==> src/rtl/mem_stage_pkg.sv <==
// Shared widths, stall encoding and bus layouts for the MEM pipeline stage.
package mem_stage_pkg;

    localparam int EX_TO_MEM_WD = 150;
    localparam int MEM_TO_WB_WD = 136;
    localparam int MEM_TO_RF_WD = 38;
    localparam int STALL_BUS_WD = 6;

    // Positions of the MEM and WB stages in the stall vector.
    localparam int STALL_MEM = 3;
    localparam int STALL_WB  = 4;

    localparam logic STOP    = 1'b1;
    localparam logic NO_STOP = 1'b0;

    // One-hot memory operation, MSB first as carried on the EX bus.
    typedef struct packed {
        logic lb;
        logic lbu;
        logic lh;
        logic lhu;
        logic lw;
        logic sb;
        logic sh;
        logic sw;
    } mem_op_t;

    // The load half of mem_op; this is all the aligner needs to see.
    typedef struct packed {
        logic lb;
        logic lbu;
        logic lh;
        logic lhu;
        logic lw;
    } load_op_t;

    typedef struct packed {
        logic [65:0] hilo_bus;
        mem_op_t     mem_op;
        logic [31:0] pc;
        logic        data_ram_en;
        logic [3:0]  data_ram_wen;
        logic        sel_rf_res;
        logic        rf_we;
        logic [4:0]  rf_waddr;
        logic [31:0] ex_result;
    } ex_to_mem_t;

    typedef struct packed {
        logic [65:0] hilo_bus;
        logic [31:0] pc;
        logic        rf_we;
        logic [4:0]  rf_waddr;
        logic [31:0] rf_wdata;
    } mem_to_wb_t;

    typedef struct packed {
        logic        rf_we;
        logic [4:0]  rf_waddr;
        logic [31:0] rf_wdata;
    } mem_to_rf_t;

endpackage

==> src/rtl/mem_stage_if.sv <==
// Buses around the MEM stage: EX input, SRAM read data, stall vector,
// and the WB / forwarding outputs.
interface mem_stage_if;
    import mem_stage_pkg::*;

    logic [STALL_BUS_WD-1:0] stall;
    logic [EX_TO_MEM_WD-1:0] ex_to_mem_bus;
    logic [31:0]             data_sram_rdata;
    logic [MEM_TO_WB_WD-1:0] mem_to_wb_bus;
    logic [MEM_TO_RF_WD-1:0] mem_to_rf_bus;

    // Upstream pipeline / environment side.
    modport master (
        output stall,
        output ex_to_mem_bus,
        output data_sram_rdata,
        input  mem_to_wb_bus,
        input  mem_to_rf_bus
    );

    // The MEM stage itself.
    modport slave (
        input  stall,
        input  ex_to_mem_bus,
        input  data_sram_rdata,
        output mem_to_wb_bus,
        output mem_to_rf_bus
    );
endinterface

==> src/rtl/mem_stage_load_align.sv <==
// Selects the addressed byte/half/word from the SRAM read word and
// sign- or zero-extends it to 32 bits.
module load_align
    import mem_stage_pkg::*;
(
    input  load_op_t    load_op,
    input  logic [1:0]  a,
    input  logic [31:0] rd,
    output logic [31:0] load_data
);

    logic [7:0]  byte_sel;
    logic [15:0] half_sel;

    // Half-word alignment uses only a[1]; a[0] is ignored for halves.
    assign byte_sel = rd[{a, 3'b000} +: 8];
    assign half_sel = a[1] ? rd[31:16] : rd[15:0];

    // Extend the selected lane according to the load type.
    always_comb begin
        // NOTE: default first so every path assigns load_data and no latch is inferred.
        load_data = '0;
        if (load_op.lb) begin
            load_data = {{24{byte_sel[7]}}, byte_sel};
        end else if (load_op.lbu) begin
            load_data = {24'h0, byte_sel};
        end else if (load_op.lh) begin
            load_data = {{16{half_sel[15]}}, half_sel};
        end else if (load_op.lhu) begin
            load_data = {16'h0, half_sel};
        end else if (load_op.lw) begin
            load_data = rd;
        end
    end

endmodule

==> src/rtl/mem_stage.sv <==
// MEM pipeline stage: registers the EX bus, holds SRAM read data across
// stalls, aligns loads and drives the WB and forwarding buses.
module mem_stage
    import mem_stage_pkg::*;
(
    input  logic        clk,
    input  logic        rst,
    mem_stage_if.slave  bus
);

    ex_to_mem_t  ex_in;
    ex_to_mem_t  bus_r;
    logic        fresh;
    logic [31:0] rdata_h;

    logic        stall_mem;
    logic        stall_wb;
    logic [31:0] rd;
    load_op_t    load_op;
    logic [31:0] load_data;
    logic [31:0] rf_wdata;
    mem_to_wb_t  wb_out;
    mem_to_rf_t  rf_out;
    logic        unused_bits;

    assign ex_in     = bus.ex_to_mem_bus;
    assign stall_mem = bus.stall[STALL_MEM];
    assign stall_wb  = bus.stall[STALL_WB];

    // Pipeline register with bubble/advance/hold; rdata_h snapshots the
    // SRAM word during an instruction's first MEM cycle so later hold
    // cycles still see the data it was issued against.
    always_ff @(posedge clk) begin
        // NOTE: non-blocking assignments so every register samples pre-edge values.
        if (rst) begin
            bus_r   <= '0;
            fresh   <= 1'b0;
            rdata_h <= '0;
        end else begin
            if (fresh) begin
                rdata_h <= bus.data_sram_rdata;
            end
            if (stall_mem == STOP && stall_wb == NO_STOP) begin
                bus_r <= '0;
                fresh <= 1'b0;
            end else if (stall_mem == NO_STOP) begin
                bus_r <= ex_in;
                fresh <= 1'b1;
            end else begin
                fresh <= 1'b0;
            end
        end
    end

    assign rd      = fresh ? bus.data_sram_rdata : rdata_h;
    assign load_op = bus_r.mem_op[7:3];

    load_align u_load_align (
        .load_op   (load_op),
        .a         (bus_r.ex_result[1:0]),
        .rd        (rd),
        .load_data (load_data)
    );

    assign rf_wdata = bus_r.sel_rf_res ? load_data : bus_r.ex_result;

    assign wb_out = '{
        hilo_bus: bus_r.hilo_bus,
        pc:       bus_r.pc,
        rf_we:    bus_r.rf_we,
        rf_waddr: bus_r.rf_waddr,
        rf_wdata: rf_wdata
    };

    assign rf_out = '{
        rf_we:    bus_r.rf_we,
        rf_waddr: bus_r.rf_waddr,
        rf_wdata: rf_wdata
    };

    assign bus.mem_to_wb_bus = wb_out;
    assign bus.mem_to_rf_bus = rf_out;

    // Store controls and other stages' stall bits are not used here.
    assign unused_bits = ^{bus_r.data_ram_en, bus_r.data_ram_wen,
                           bus_r.mem_op.sb, bus_r.mem_op.sh, bus_r.mem_op.sw,
                           bus.stall[5], bus.stall[2:0]};

endmodule

==> src/flat_wrapper.sv <==
// flat-port wrapper written by rule: the top's interface ports become plain ports
module mem_stage_flat import mem_stage_pkg::*;
  (clk, rst, bus_stall, bus_ex_to_mem_bus, bus_data_sram_rdata, bus_mem_to_wb_bus, bus_mem_to_rf_bus);
  mem_stage_if bus_i ();
  input  logic clk;
  input  logic rst;
  input wire logic [$bits(bus_i.stall)-1:0] bus_stall;
  input wire logic [$bits(bus_i.ex_to_mem_bus)-1:0] bus_ex_to_mem_bus;
  input wire logic [$bits(bus_i.data_sram_rdata)-1:0] bus_data_sram_rdata;
  output wire logic [$bits(bus_i.mem_to_wb_bus)-1:0] bus_mem_to_wb_bus;
  output wire logic [$bits(bus_i.mem_to_rf_bus)-1:0] bus_mem_to_rf_bus;
  assign bus_i.stall = bus_stall;
  assign bus_i.ex_to_mem_bus = bus_ex_to_mem_bus;
  assign bus_i.data_sram_rdata = bus_data_sram_rdata;
  assign bus_mem_to_wb_bus = bus_i.mem_to_wb_bus;
  assign bus_mem_to_rf_bus = bus_i.mem_to_rf_bus;
  mem_stage u_core (.clk(clk), .rst(rst), .bus(bus_i));
endmodule
==> config.mk <==
export PLATFORM = sky130hd
export DESIGN_NAME = mem_stage_flat
export DESIGN_NICKNAME = d
export VERILOG_FILES = /design/src/rtl/mem_stage_pkg.sv /design/src/rtl/mem_stage_if.sv /design/src/rtl/mem_stage_load_align.sv /design/src/rtl/mem_stage.sv /design/src/flat_wrapper.sv
export SDC_FILE = /design/constraint.sdc
export NUM_CORES = 1
export LEC_CHECK = 0
export CORE_UTILIZATION = 39
export CTS_CLUSTER_DIAMETER = 50
export DETAILED_ROUTE_END_ITERATION = 16
export PLACE_DENSITY = 0.8
export SETUP_SLACK_MARGIN = 0.05
export SLEW_MARGIN = 20
export SYNTH_ARGS = -nofsm -noshare
export SYNTH_HDL_FRONTEND = slang
export SYNTH_SLANG_ARGS = --single-unit
==> constraint.sdc <==
create_clock -name clk -period 1.6 [get_ports clk]
set_input_delay 0.16 -clock clk [delete_from_list [all_inputs] [get_ports clk]]
set_output_delay 0.16 -clock clk [all_outputs]
set_load 0.05 [all_outputs]
==> results_dict.tcl, run 1 <==
set metrics [dict create \
    antenna_left 0 \
    path_class "register to output pin" \
    die_area_um2 22000 \
    wl_met2_mm 12.7 \
    worst-path-max-fanout 7 \
    startpoint_type "register" \
    status "finished, violations left" \
    ys_seq_elements 175 \
    synth.cell_area_um2 8360 \
    clk_latency_ps 420 \
    overflow 0 \
    grt_pass1_wl_mm 37.2 \
    core_area_um2 21000 \
    hold_viol 0 \
    maxCapViolCount 0 \
    finalWirelength_mm 24.8 \
    route.detailed.drc 0 \
    multi_input_area_um2 4040 \
    area_growth_pct 59.4 \
    synthCells 893 \
    viasPerCell 4.78 \
    fp.dieW_um 148 \
    tightest_slew_ps 720 \
    ff2ff_setup_slack_ps 200 \
    layout-drive-gt1-share 0.319 \
    die_h_um 148 \
    critPathTopFamily "simple AND/OR/NAND/NOR gates" \
    top_layer "met4" \
    violations "negative setup slack" \
    fin_setup_tns_ps -45170 \
    whs_path_depth 3 \
    cts.sinks 175 \
    rows 53 \
    required_ps 1440 \
    fin_ws_ps -755 \
    syn_nets 1083 \
    wl_per_cell_um 17.2 \
    first_iter_violations 278 \
    synthTopCellsByArea "dfxtp_1 42%, mux2i_1 19%, buf_4 13%" \
    hold_buffers 0 \
    drt_pass1_iterations 4 \
    antenna_found_initial 1 \
    port-buffer-count 351 \
    reg2regPathDepth 3 \
    vdd_drop_max_mv 0.678 \
    postLayoutCoreUtil 0.634 \
    path_cells "or3b_4 > a221oi_4 > clkbuf_16 > o21ai_0 > nand3_2 > buf_12" \
    numCtsBuffers 17 \
    path_buf_inv 2 \
    cts.path.max_buffers 2 \
    synth_cell_types 43 \
    slowest_stage "or3b_4" \
    grt_max_degree 50 \
    min_period_ps 2350 \
    max_stage_delay_ps 430 \
    root_buffer "clkbuf_16" \
    path_clk_slew_ps 70 \
    wl_met1_mm 9.83 \
    fin_skew_ps 5.08 \
    setup_viol 64 \
    end_kind "output pin" \
    tritoncts "built" \
    rsz0062_at_grt "yes" \
    yosys.area.top_type_share 0.419 \
    dp_hpwl_mm 19.0 \
    maxSlewViolCount 0 \
    final.fill_count 1586 \
    yosysWarnings 0 \
    powerDensity_nw_per_um2 915 \
    num_vias 6910 \
    h-tree-depth 4 \
    fmax_mhz 425 \
    post-route-period-util 1.47 \
    yosysSeqAreaShare 0.419 \
    cp.arrival_ps 2190 \
    wl_met3_mm 1.81 \
    min_path_type "input pin to register" \
    hold_start "bus_stall[3]" \
    avgSynthCellArea_um2 9.36 \
    slew-limit-headroom 0.520 \
    timing.rr.start "u_core.bus_r[38]$_SDFFE_PP0N_" \
    track_usage 0.221 \
    power_leakage_uw 0.00581 \
    globalplace.congestion 0.899 \
    synth_area_leader_cell "dfxtp_1" \
    io_pins 364 \
    initial_core_util 0.398 \
    grt_pass1_vias 6778 \
    nets 1347 \
    rr_endpoint "u_core.bus_r[38]$_SDFFE_PP0N_" \
    hold_end "u_core.bus.mem_to_wb_bus[75]$_SDFFE_PP0N_" \
    seq_area_um2 3510 \
    whs_ps 180 \
]
-- cell usage after synthesis, drive strengths merged --
cell    count
a21o        2
a21oi       6
a221oi      2
a22oi       3
a31o        1
a31oi       6
a41oi       8
and2        3
buf       177
clkbuf     21
dfxtp     175
inv         3
mux2       13
mux2i     162
nand2      10
nand2b     18
nand3      17
nand4       1
nor2      197
nor2b      16
nor3        1
nor3b       1
nor4        7
o211ai      7
o21a        1
o21ai      23
o221ai      2
o22a        1
o311a       1
o31ai       1
or2b        5
or3b        1
or4         1
-- per-layer routing --
layer,global-route usage,vias to the layer above
met5,0,-
met4,0.0655,0
met3,0.0647,24
met2,0.394,286
met1,0.254,3232
li1,-,3368
-- where the power goes --
group	internal [µW]	switching (µW)	total [µW]	leakage [µW]
logic	1600	1830	3430	0.00410
clock network	2220	1850	4070	0.000272
registers	4580	126	4700	0.00144
-- stage by stage --
| stage | area [µm²] | cells | total power (µW) | setup slack [ps] |
|---|---|---|---|---|
| floorplan | 8900 | 893 | 6880 | -446 |
| global placement | 12500 | 1397 | 8120 | -438 |
| detailed placement | 12500 | 1397 | 8170 | -445 |
| CTS | 13100 | 1433 | 12300 | -767 |
| global route | 13300 | 1445 | 12700 | -841 |
| finish | 13300 | 1446 | 12200 | -755 |
-- layout by cell type (no fill, tap or decap), drive strengths merged, types with 8 or more instances in the layout --
| cell | instances |
|---|---|
| nor2b | 16 |
| inv | 9 |
| nand2 | 10 |
| nor2 | 197 |
| nand2b | 18 |
| clkdlybuf4s50 | 176 |
| mux2 | 13 |
| a41oi | 8 |
| dfxtp | 175 |
| mux2i | 162 |
| nand3 | 17 |
| clkbuf | 21 |
| buf | 265 |
| o21ai | 23 |
-- state kept, by name (all words and copies together) (netlist names) --
| signal | cells |
|---|---|
| u_core.fresh | 1 |
| u_core.bus.mem_to_rf_bus | 6 |
| u_core.bus_r | 38 |
| u_core.rdata_h | 32 |
| u_core.bus.mem_to_wb_bus | 98 |
-- kinds of logic after synthesis --
| kind of cell | count (synthesis) | synth area share |
|---|---|---|
| muxes | 175 | 0.213 |
| DFF | 175 | 0.419 |
| buffers and inverters | 201 | 0.165 |
| AOI/OAI and AO/OA | 64 | 0.0543 |
| and+or+nand+nor | 278 | 0.148 |
-- layout make-up --
cell class              count  share of cell area
diodes                      2            0.000376
clock buffers              19              0.0332
clock inverters            12             0.00930
inverters                   3            0.000845
multi-input cells         517               0.304
flip-flops and latches    175               0.264
well taps                 275              0.0258
repair buffers            443               0.363
-- worst max-delay path by stage --
| stage | slack, ps | end | cells past startpoint | from |
|---|---|---|---|---|
| detailed placement | -450 | bus_mem_to_wb_bus[14] | 6 | bus_data_sram_rdata[15] |
| floorplan | -450 | bus_mem_to_wb_bus[1] | 8 | u_core.fresh$_SDFF_PP0_ |
| CTS | -770 | bus_mem_to_wb_bus[30] | 7 | u_core.fresh$_SDFF_PP0_ |
| global route | -840 | bus_mem_to_rf_bus[27] | 8 | u_core.bus_r[1]$_SDFFE_PP0N_ |
| global placement | -440 | bus_mem_to_wb_bus[14] | 6 | bus_data_sram_rdata[15] |
| finish | -750 | bus_mem_to_rf_bus[19] | 6 | u_core.bus_r[83]$_SDFFE_PP0N_ |
-- worst min-delay path: stages --
cell and delay, ps:
clkbuf_8 230, mux2i_1 100, nor2_1 70
-- timing repair --
item	CTS	global route
cloned	0	1
endpoints found under the hold margin	0	0
setup buffers	5	10
pin swaps	20	5
gates resized for setup	22	10
setup endpoints to repair	64	64
Note: power is estimated with default switching activity, not from simulation.
==> run 2, diff against run 1 <==
--- a/config.mk
+++ b/config.mk
@@ -8,6 +8,7 @@
 export CORE_UTILIZATION = 39
 export CTS_CLUSTER_DIAMETER = 50
 export DETAILED_ROUTE_END_ITERATION = 16
+export MAX_ROUTING_LAYER = met4
 export PLACE_DENSITY = 0.8
 export SETUP_SLACK_MARGIN = 0.05
 export SLEW_MARGIN = 20
==> results_dict.tcl, run 2 (synthesis gave the netlist of run 1 again) <==
set metrics [dict create \
    maxSlewViolCount 0 \
    seq_area_um2 3520 \
    post-route-period-util 1.46 \
    viasPerCell 4.82 \
    rsz0062_at_grt "yes" \
    layout-drive-gt1-share 0.320 \
    area_growth_pct 59.7 \
    clk_latency_ps 420 \
    die_area_um2 22000 \
    wl_per_cell_um 17.4 \
    path_common_cell "buf_12" \
    end_kind "output pin" \
    maxCapViolCount 0 \
    required_ps 1440 \
    whs_ps 255 \
    fin_setup_tns_ps -43390 \
    violations "negative setup slack" \
    die_h_um 148 \
    grt_pass1_vias 6947 \
    layout_commonest_cell "nor2_1" \
    final_area_um2 13400 \
    cts.path.max_buffers 2 \
    postLayoutCoreUtil 0.635 \
    hold_viol 0 \
    power_leakage_uw 0.00584 \
    status "finished, violations left" \
    slew-limit-headroom 0.643 \
    cts.sinks 175 \
    antenna_found_initial 1 \
    fmax_mhz 427 \
    dpl-instance-area_um2 12500 \
    rows 53 \
    cp.arrival_ps 2180 \
    numCtsBuffers 17 \
    fp.dieW_um 148 \
    port-buffer-count 351 \
    min_period_ps 2340 \
    slowest_stage "dfxtp_4" \
    path_class "register to output pin" \
    final.fill_count 1579 \
    overflow 0 \
    track_usage 0.230 \
    worst-path-max-fanout 7 \
    timing.rr.start "u_core.fresh$_SDFF_PP0_" \
    fin_ws_ps -741 \
    nets 1346 \
    globalplace.congestion 0.894 \
    finalWirelength_mm 25.2 \
    path_cells "buf_12 > mux2i_4 > a22oi_2 > nand3_4 > buf_12 > a41oi_4 > buf_12" \
    fin_skew_ps 5.94 \
    largest_reg_flops 98 \
    grt_pass1_wl_mm 37.7 \
    startpoint_type "register" \
    dp_hpwl_mm 19.1 \
    drt_pass1_iterations 6 \
    rr_endpoint "u_core.rdata_h[0]$_SDFF_PP0_" \
    core_area_um2 21000 \
    ff2ff_setup_slack_ps 260 \
    io_pins 364 \
    vdd_drop_max_mv 0.659 \
    multi_input_area_um2 4090 \
    crit_path_start "u_core.fresh$_SDFF_PP0_" \
    tritoncts "built" \
    grt_max_degree 50 \
    route.detailed.drc 0 \
    path_clk_slew_ps 70 \
    root_buffer "clkbuf_16" \
    h-tree-depth 4 \
    first_iter_violations 335 \
    antenna_left 0 \
    final_cell_mix "197 x nor2_1, 180 x buf_4, 176 x clkdlybuf4s50_1" \
    num_vias 6957 \
    powerDensity_nw_per_um2 937 \
    initial_core_util 0.398 \
    reg2regPathDepth 5 \
    max_stage_delay_ps 360 \
    setup_viol 64 \
    tightest_slew_ps 536 \
    min_path_type "input pin to register" \
    worstSetupEndpoint "bus_mem_to_wb_bus[14]" \
]
## run 2: metal layers
layer / global-route usage / part of all wire / vias to the layer above / routed length (µm)
met4: 0.0938 / 0.033 / 0 / 831
met5: - / 0 / - / 0
met1: 0.259 / 0.40 / 3251 / 9980
li1: - / - / 3372 / -
met2: 0.393 / 0.51 / 288 / 12800
met3: 0.0534 / 0.062 / 46 / 1570
## run 2: final cells by class
type                    count  share of cell area
diodes                      1            0.000187
clock buffers              18              0.0321
clock inverters            13              0.0130
flip-flops and latches    175               0.264
inverters                   3            0.000843
well taps                 275              0.0258
repair buffers            442               0.358
multi-input cells         517               0.307
## run 2: worst max-delay path: cells and delay by family (launching register included)
| family | cells | cell delay [ps] |
|---|---|---|
| simple gates | 1 | 110 |
| compound gates | 2 | 580 |
| buf+inv | 3 | 500 |
| flops | 1 | 360 |
| mux | 1 | 200 |
## run 2: how the worst min path moves through the flow
stage / slack, ps / cells after the start / end / startpoint
finish: 260 / 3 / u_core.bus.mem_to_wb_bus[72]$_SDFFE_PP0N_ / bus_stall[3]
global route: 270 / 3 / u_core.bus.mem_to_wb_bus[88]$_SDFFE_PP0N_ / bus_stall[3]
CTS: 250 / 3 / u_core.bus.mem_to_wb_bus[72]$_SDFFE_PP0N_ / bus_stall[3]
detailed placement: 480 / 2 / u_core.bus_r[2]$_SDFFE_PP0N_ / u_core.bus_r[2]$_SDFFE_PP0N_
global placement: 470 / 2 / u_core.bus.mem_to_wb_bus[111]$_SDFFE_PP0N_ / u_core.bus.mem_to_wb_bus[111]$_SDFFE_PP0N_
floorplan: 230 / 1 / u_core.rdata_h[0]$_SDFF_PP0_ / rst
## run 2: timing repair
| action | in CTS | in global routing |
|---|---|---|
| resized for setup | 26 | 19 |
| endpoints found under the setup margin | 64 | 64 |
| pin swaps | 14 | 7 |
| buffers inserted | 8 | 3 |
| hold buffers | 0 | 0 |
## run 2: report_power, final
group          internal [µW]  switching [µW]  total (µW)
registers               4570             126        4700
clock network           2490            1860        4360
logic                   1610            1850        3460
## run 2: metrics by stage
step	total power (µW)	std cells	worst slack (ps)
after floorplan	6880	893	-446
after global placement	8130	1402	-440
after detailed placement	8180	1402	-469
after CTS	12600	1440	-758
after global routing	12900	1444	-802
final	12500	1444	-741
==> run 3, diff against run 2 <==
--- a/config.mk
+++ b/config.mk
@@ -9,7 +9,7 @@
 export CTS_CLUSTER_DIAMETER = 50
 export DETAILED_ROUTE_END_ITERATION = 16
 export MAX_ROUTING_LAYER = met4
-export PLACE_DENSITY = 0.8
+export PLACE_DENSITY = 0.77
 export SETUP_SLACK_MARGIN = 0.05
 export SLEW_MARGIN = 20
 export SYNTH_ARGS = -nofsm -noshare
==> results_dict.tcl, run 3 (synthesis gave the netlist of run 1 again) <==
set metrics [dict create \
    violations "negative setup slack" \
    numCtsBuffers 17 \
    tritoncts "built" \
    fin_skew_ps 9.14 \
    hold_end "u_core.bus.mem_to_wb_bus[87]$_SDFFE_PP0N_" \
    powerDensity_nw_per_um2 955 \
    place_ws_ps -527 \
    whs_path_depth 3 \
    largest_reg_flops 98 \
    rows 53 \
    path_clk_slew_ps 80 \
    critPathTopFamily "compound AO/OA/AOI/OAI gates" \
    cts.sinks 175 \
    min_period_ps 2350 \
    track_usage 0.224 \
    io_pins 364 \
    rr_endpoint "u_core.rdata_h[14]$_SDFF_PP0_" \
    tightest_slew_ps 534 \
    layout_commonest_cell "nor2_1" \
    fmax_mhz 426 \
    reg2regPathDepth 5 \
    grt_max_degree 52 \
    fin_ws_ps -748 \
    slew-limit-headroom 0.644 \
    cp.arrival_ps 2190 \
    setup_viol 64 \
    max_stage_delay_ps 370 \
    initial_core_util 0.398 \
    grt_pass1_wl_mm 37.0 \
    end_kind "output pin" \
    hold_viol 0 \
    final_cell_mix "197 x nor2_1, 176 x clkdlybuf4s50_1, 171 x buf_4" \
    startpoint_type "register" \
    worst-path-max-fanout 9 \
    viasPerCell 4.78 \
    required_ps 1440 \
    status "finished, violations left" \
    wl_per_cell_um 16.8 \
    port-buffer-count 351 \
    overflow 0 \
    area_growth_pct 57.8 \
    maxSlewViolCount 0 \
    fin_setup_tns_ps -44090 \
    rsz0062_at_grt "yes" \
    timing.rr.start "u_core.fresh$_SDFF_PP0_" \
    dp_hpwl_mm 18.5 \
    die_area_um2 22000 \
    antenna_found_initial 0 \
    path_buf_inv 3 \
    first_iter_violations 327 \
    slowest_stage "dfxtp_4" \
    min_path_type "input pin to register" \
    post-route-period-util 1.47 \
    maxCapViolCount 0 \
    h-tree-depth 4 \
    path_cells "buf_12 > mux2i_4 > a22oi_2 > nand3_4 > buf_12 > a41oi_4 > buf_12" \
    layout-drive-gt1-share 0.307 \
    root_buffer "clkbuf_16" \
    path_common_cell "buf_12" \
    ff2ff_setup_slack_ps 260 \
    path_class "register to output pin" \
    postLayoutCoreUtil 0.627 \
    globalplace.congestion 0.944 \
    finalWirelength_mm 24.0 \
    route.detailed.drc 0 \
    fp.dieW_um 148 \
    final_area_um2 13200 \
    num_vias 6836 \
    cts.path.max_buffers 2 \
    vdd_drop_max_mv 0.658 \
    clk_latency_ps 420 \
    nets 1332 \
    antenna_cells 0 \
    grt_pass1_vias 6794 \
    antenna_left 0 \
    hold_start "bus_stall[3]" \
    drt_pass1_iterations 4 \
    core_area_um2 21000 \
    power_leakage_uw 0.00577 \
    dpl-instance-area_um2 12400 \
    die_h_um 148 \
]
## run 3: changes by cell type in the layout (fill, tap and decap cells not counted), sizes merged
cell,change
diode,-1
clkbuf,-1
clkinvlp,+1
clkinv,-2
inv,+3
buf,-14
## run 3: power by group
| group | switching, µW | leakage [µW] | internal, µW |
|---|---|---|---|
| Clock | 1960 | 0.000310 | 2550 |
| Sequential | 122 | 0.00144 | 4570 |
| Combinational | 1820 | 0.00402 | 1570 |
## run 3: how the worst max path moves through the flow
stage                            startpoint                     to  slack, ps  cells past startpoint
floorplan           u_core.fresh$_SDFF_PP0_   bus_mem_to_wb_bus[1]       -450                      8
global placement    bus_data_sram_rdata[15]  bus_mem_to_wb_bus[14]       -480                      6
detailed placement  bus_data_sram_rdata[15]  bus_mem_to_wb_bus[14]       -530                      6
CTS                 u_core.fresh$_SDFF_PP0_  bus_mem_to_wb_bus[14]       -770                      7
global route        u_core.fresh$_SDFF_PP0_  bus_mem_to_rf_bus[14]       -830                      7
finish              u_core.fresh$_SDFF_PP0_  bus_mem_to_wb_bus[14]       -750                      7
## run 3: layout make-up
class / instances / area (µm²)
clock inverter: 15 / 211
inverter: 3 / 11.3
timing repair buffer: 428 / 4630
sequential: 175 / 3520
multi-input combinational: 517 / 4050
tap: 275 / 344
fill: 1676 / 7830
clock buffer: 17 / 425
## run 3: worst min-delay path: stages
cell	delay, ps
clkbuf_8	220
mux2i_1	160
nor2_1	70
## run 3: timing repair
action	CTS	global route
cloned	0	0
resized for setup	24	6
hold buffers	0	0
setup buffers	1	1
pin swaps	18	9
endpoints found under the setup margin	64	64
## run 3: layer usage
| metal | global-route usage | wire length (µm) |
|---|---|---|
| met1 | 0.266 | 10000 |
| met2 | 0.379 | 12000 |
| met3 | 0.0512 | 1550 |
| met4 | 0.0655 | 403 |
| met5 | - | 0 |
## run 3: metrics by stage
| stage | cells | hold slack, ps | power (µW) |
|---|---|---|---|
| global placement | 1396 | 470 | 8110 |
| global route | 1430 | 227 | 13100 |
| detailed placement | 1396 | 478 | 8160 |
| finish | 1430 | 218 | 12600 |
| floorplan | 893 | 232 | 6880 |
| CTS | 1429 | 208 | 12700 |
